### src/rtl/jtpopeye_rom_arb.sv
// Shares one SDRAM read port between three ROM slots (main CPU, char, object).
// Each slot keeps a one-entry cache; misses are served in round-robin order.
module jtpopeye_rom_arb #(
    parameter int unsigned   AW      = 22,
    parameter logic [AW-1:0] OFF0    = 22'h00000,
    parameter logic [AW-1:0] OFF1    = 22'h08000,
    parameter logic [AW-1:0] OFF2    = 22'h0C000,
    parameter int unsigned   TIMEOUT = 63
) (
    input  logic          clk,
    input  logic          rst,
    input  logic          downloading,
    input  logic          loop_rst,
    input  logic          slot0_cs,
    input  logic [AW-1:0] slot0_addr,
    output logic [31:0]   slot0_dout,
    output logic          slot0_ok,
    input  logic          slot1_cs,
    input  logic [AW-1:0] slot1_addr,
    output logic [31:0]   slot1_dout,
    output logic          slot1_ok,
    input  logic          slot2_cs,
    input  logic [AW-1:0] slot2_addr,
    output logic [31:0]   slot2_dout,
    output logic          slot2_ok,
    output logic [AW-1:0] sdram_addr,
    output logic          sdram_re,
    input  logic [31:0]   data_read,
    input  logic          data_rdy
);

    localparam int unsigned     CntW   = (TIMEOUT > 1) ? $clog2(TIMEOUT + 1) : 1;
    localparam logic [CntW-1:0] CntMax = CntW'(TIMEOUT);

    typedef enum logic [0:0] {StIdle, StWait} state_e;

    state_e              state_q, state_d;
    logic [1:0]          ptr_q, ptr_d;
    logic [1:0]          gnt_q, gnt_d;
    logic [AW-1:0]       req_addr_q, req_addr_d;
    logic [AW-1:0]       sdram_addr_q, sdram_addr_d;
    logic [CntW-1:0]     cnt_q, cnt_d;
    logic                re_q, re_d;
    logic [2:0]          valid_q;
    logic [2:0][AW-1:0]  tag_q;
    logic [2:0][31:0]    data_q;

    logic [2:0]          cs, hit, pending, ok;
    logic [2:0][AW-1:0]  addr, offs;
    logic [1:0]          ord1, ord2, sel;
    logic                fill, flush;

    function automatic logic [1:0] next_slot(input logic [1:0] s);
        return (s == 2'd2) ? 2'd0 : s + 2'd1;
    endfunction

    assign cs   = {slot2_cs, slot1_cs, slot0_cs};
    assign addr = {slot2_addr, slot1_addr, slot0_addr};
    assign offs = {OFF2, OFF1, OFF0};

    always_comb begin
        for (int i = 0; i < 3; i++) begin
            hit[i] = valid_q[i] && (tag_q[i] == addr[i]);
        end
    end

    assign pending = cs & ~hit;
    assign ok      = cs & hit & {3{~downloading}};

    // Priority order starts at the round-robin pointer and wraps mod 3
    assign ord1 = next_slot(ptr_q);
    assign ord2 = next_slot(ord1);

    always_comb begin
        if (pending[ptr_q]) begin
            sel = ptr_q;
        end else if (pending[ord1]) begin
            sel = ord1;
        end else begin
            sel = ord2;
        end
    end

    always_comb begin
        state_d      = state_q;
        ptr_d        = ptr_q;
        gnt_d        = gnt_q;
        req_addr_d   = req_addr_q;
        sdram_addr_d = sdram_addr_q;
        cnt_d        = cnt_q;
        re_d         = 1'b0;
        fill         = 1'b0;
        flush        = 1'b0;
        if (downloading || loop_rst) begin
            // Drop any outstanding fetch; its data_rdy will land in IDLE and be ignored
            state_d = StIdle;
            flush   = 1'b1;
        end else begin
            unique case (state_q)
                StIdle: begin
                    if (|pending) begin
                        gnt_d        = sel;
                        req_addr_d   = addr[sel];
                        sdram_addr_d = offs[sel] + addr[sel];
                        re_d         = 1'b1;
                        cnt_d        = '0;
                        state_d      = StWait;
                    end
                end
                StWait: begin
                    if (data_rdy) begin
                        fill    = 1'b1;
                        ptr_d   = next_slot(gnt_q);
                        state_d = StIdle;
                    end else if (cnt_q == CntMax) begin
                        re_d  = 1'b1;
                        cnt_d = '0;
                    end else begin
                        cnt_d = cnt_q + CntW'(1);
                    end
                end
                default: state_d = StIdle;
            endcase
        end
    end

    always_ff @(posedge clk or posedge rst) begin
        if (rst) begin
            state_q      <= StIdle;
            ptr_q        <= 2'd0;
            gnt_q        <= 2'd0;
            req_addr_q   <= '0;
            sdram_addr_q <= '0;
            cnt_q        <= '0;
            re_q         <= 1'b0;
            valid_q      <= '0;
            tag_q        <= '0;
            data_q       <= '0;
        end else begin
            state_q      <= state_d;
            ptr_q        <= ptr_d;
            gnt_q        <= gnt_d;
            req_addr_q   <= req_addr_d;
            sdram_addr_q <= sdram_addr_d;
            cnt_q        <= cnt_d;
            re_q         <= re_d;
            if (flush) begin
                valid_q <= '0;
            end else if (fill) begin
                valid_q[gnt_q] <= 1'b1;
                tag_q[gnt_q]   <= req_addr_q;
                data_q[gnt_q]  <= data_read;
            end
        end
    end

    assign slot0_ok   = ok[0];
    assign slot1_ok   = ok[1];
    assign slot2_ok   = ok[2];
    assign slot0_dout = data_q[0];
    assign slot1_dout = data_q[1];
    assign slot2_dout = data_q[2];
    assign sdram_addr = sdram_addr_q;
    assign sdram_re   = re_q;

endmodule
### config.mk
export PLATFORM = sky130hd
export DESIGN_NAME = jtpopeye_rom_arb
export DESIGN_NICKNAME = d
export VERILOG_FILES = /design/src/rtl/jtpopeye_rom_arb.sv
export SDC_FILE = /design/constraint.sdc
export NUM_CORES = 1
export LEC_CHECK = 0
export BUFFER_PORTS_ARGS = -buffer_cell sky130_fd_sc_hd__buf_2
export CELL_PAD_IN_SITES_DETAIL_PLACEMENT = 1
export CELL_PAD_IN_SITES_GLOBAL_PLACEMENT = 2
export CORE_MARGIN = 1
export CORE_UTILIZATION = 32
export DETAILED_ROUTE_END_ITERATION = 16
export PLACE_DENSITY = 0.86
export SETUP_SLACK_MARGIN = 0.5
export SLEW_MARGIN = 20
export SYNTH_ARGS = -nofsm -noshare
export SYNTH_HDL_FRONTEND = slang
export SYNTH_SLANG_ARGS = --single-unit
### constraint.sdc
create_clock -name clk -period 6.5 [get_ports clk]
set_input_delay 1.3 -clock clk [delete_from_list [all_inputs] [get_ports clk]]
set_output_delay 1.3 -clock clk [all_outputs]
set_load 0.005 [all_outputs]
==> flow_summary.toml <==
[yosys]
ys.flop_type = "dfrtp_1"
synth.distinct_cells = 49
async_flop_share_pct = 100.0
synthesis.nets = 845
synth.most_common_cell = "dfrtp_1"
yosysTopAreaCell = "dfrtp_1"
yosysWarningCount = 0
syn_avg_cell_area_sq_um = 12.85
syn-cell-area_sq_um = 9434
synthTopCellsByArea = "dfrtp_1, mux2_2, xnor2_1, xor2_1, nand2_1"
yosysTopAreaCellShare_pct = 54.91
synth-seq-area-share_pct = 54.91
ys_top_cells_by_count = "dfrtp_1, mux2_2, xnor2_1"
synth_edf_count = 0
syn_inst = 734
ys_ff_latch = 207

[setup_path]
crit_type = "in -> reg"
cp_max_fo = 23
critPathLaunch = "slot1_addr[17]"
rr_startpoint = "tag_q[39]"
crit_buf_inv = 3
critPathMaxStageDelay_ns = 0.57
cp_slowest_cell = "or4_1"
crit_required_ns = 6.94
end_kind = "flip-flop"
worstPathArrival_ns = 5.40
startpoint_type = "primary input"
crit_path_cell_trace = "buf_2, xnor2_1, nand4_1, or4_1, or2_1, a221oi_2, and2_1, buf_4, ha_1, inv_1, ha_1, a21o_1, nand4_2, or4_1, a31oi_1"
cp_top_family = "simple AND/OR/NAND/NOR gates"

[timing]
tightest_slew_ns = 0.9345
fin_crit_ns = 4.960
max_freq_ghz = 0.2016
slew_headroom_pct = 37.23
setup_viol = 0
drv_slew = 0
fin_worst_skew_ns = 0.01008
rsz0062_at_grt = "no"
finalWorstSetupSlack_ns = 1.540
post-route-period-util_pct = 76.31
setup_tns_ns = 0
hold_violations = 0

[worst_hold_path]
hp-class = "reg -> reg"
min_from = "sdram_addr[16]"

[clock_tree]
clock_path_buffers = 3
ctsResizeCount = 0
cts_max_level = 1
cts_tree = "done"
cts.sinks = 207
cts_inserted_buffers = 25
clock_latency_ns = 0.52
clk_pin_slew_worst_paths_ns = 0.06
post_cts_buffers = 0
cts-root-buf = "clkbuf_16"
cts_hold_buf = 0

[place]
dpl-instance-area_sq_um = 10950
detailedPlace.worstSlack_ns = 1.042
gp_congestion = 0.8114
port-buffer-count = 227
dp_hpwl_mm = 19.73

[die]
core-area_sq_um = 28860
io_pins = 228
start_util_pct = 32.69
std_cell_rows = 62
die_w_microns = 173.7
die-area_sq_um = 30170
die_h_microns = 173.7

[layout]
fill_cells = 3176
regArea_sq_um = 5180
finalNetCount = 1065
multiInputGateArea_sq_um = 4024
drive_above_1_share_pct = 47.58
syn_to_final_growth_pct = 24.83
final_cell_area_sq_um = 11780

[power_and_ir_drop]
seqPwrFrac_pct = 42.7
p_switching_mw = 1.337
p_clk_share_pct = 31.4
internal_power_mw = 3.039
leakagePower_nw = 5.855
total_power_mw = 4.376
p_comb_share_pct = 25.9
irDropWorstVdd_v = 0.0002317
p_per_area_nw_per_um2 = 371.6
swShare_pct = 30.55

[global_route]
grt_pass1_wl_mm = 43.14
grt.overflow.total = 0
grt_max_degree = 116
grt_pass1_vias = 7349
track_usage_pct = 18.42
antenna_found_initial = 7

[detailed_routing]
avgRoutedWirePerCell_microns = 20.12
ant_nets = 0
drtIter0Drc = 238
via_per_inst = 4.885
drtPass1Iterations = 4
vias = 6649
drt_wl_total_mm = 27.38
route.detailed.drc = 0

[run]
max_cap_violations = 0

[run_status]
status = "complete, no violations"
==> kinds of logic after synthesis <==
| family | after synthesis | share of synthesized area, % |
|---|---|---|
| flip-flops | 207 | 54.91 |
| multiplexers | 189 | 22.33 |
| AND/OR/NAND/NOR | 135 | 7.255 |
| AO/OA/AOI/OAI | 74 | 5.398 |
| XOR/XNOR | 72 | 6.684 |
| buffers and inverters | 52 | 2.679 |
| adder cells (fa/ha/maj) | 5 | 0.7427 |
==> flip-flops by register name (all words and copies together) (netlist names), 3 cells and up <==
signal / flops
slot1_dout: 32
slot2_dout: 32
tag_q: 66
slot0_dout: 32
req_addr_q: 22
valid_q: 3
cnt_q: 6
sdram_addr: 8
==> layout make-up <==
| cell class | instances | share of cell area (%) |
|---|---|---|
| flip-flops and latches | 207 | 43.99 |
| multi-input cells | 475 | 34.17 |
| repair buffers | 238 | 10.49 |
| clock buffers | 39 | 6.439 |
| well taps | 384 | 4.080 |
| clock inverters | 5 | 0.4569 |
| inverters | 7 | 0.2550 |
| diodes | 6 | 0.1275 |
==> power by group through the flow <==
| stage | registers, mW | logic (mW) | clock network [mW] |
|---|---|---|---|
| after detailed placement | 1.89 | 1.14 | 0 |
| after CTS | 1.87 | 1.15 | 1.41 |
| after floorplan | 1.85 | 0.692 | 0 |
| after global routing | 1.92 | 1.24 | 1.45 |
| after global placement | 1.86 | 1.11 | 0 |
| final | 1.87 | 1.13 | 1.37 |
==> placed cells by master (no fill, tap or decap), types with 17 or more instances in the layout <==
cell,instances
a21oi_1,17
buf_2,227
clkbuf_16,25
dfrtp_1,207
mux2_2,172
mux2i_1,17
nand2_1,45
nor2_1,32
o21ai_0,30
xnor2_1,48
xor2_1,24
==> worst reg2reg max path: stages (launching register included) <==
cell and delay (ns):
dfrtp_1 0.40, xnor2_1 0.32, nand4_1 0.12, or4_1 0.57
or2_1 0.30, a221oi_2 0.48, and2_1 0.28, buf_4 0.41
ha_1 0.33, inv_1 0.10, ha_1 0.17, a21o_1 0.12
nand4_2 0.11, or4_1 0.53, a31oi_1 0.18
==> path summary, 6_finish.rpt <==
check / endpoint / slack, ns / cells after the start
setup / recovery: sdram_addr[21] / 1.54 / 15
hold / removal: sdram_addr[16] / 0.47 / 2
setup reg to reg: sdram_addr[21] / 2.02 / 14
hold reg to reg: sdram_addr[16] / 0.47 / 2
max in group asynchronous: slot1_dout[2] / 4.71 / 3
min in group asynchronous: slot2_dout[30] / 0.77 / 2
==> per-stage QoR <==
step	hold WS, ns	utilization [%]	instances
floorplan	0.4466	-	734
global placement	0.4628	37.93	1311
detailed placement	0.4689	37.93	1311
CTS	0.4818	40.74	1355
global route	0.4991	40.80	1360
finish	0.4747	40.81	1361
==> per-layer routing <==
| layer | up-vias | share of wire (%) | global-route usage (%) |
|---|---|---|---|
| met5 | - | 0.029 | 0 |
| met1 | 3356 | 42 | 24.17 |
| met3 | 41 | 7.5 | 4.781 |
| li1 | 3046 | - | - |
| met4 | 2 | 2.1 | 4.532 |
| met2 | 204 | 48 | 30.30 |
Note: power is estimated with default switching activity, not from simulation.
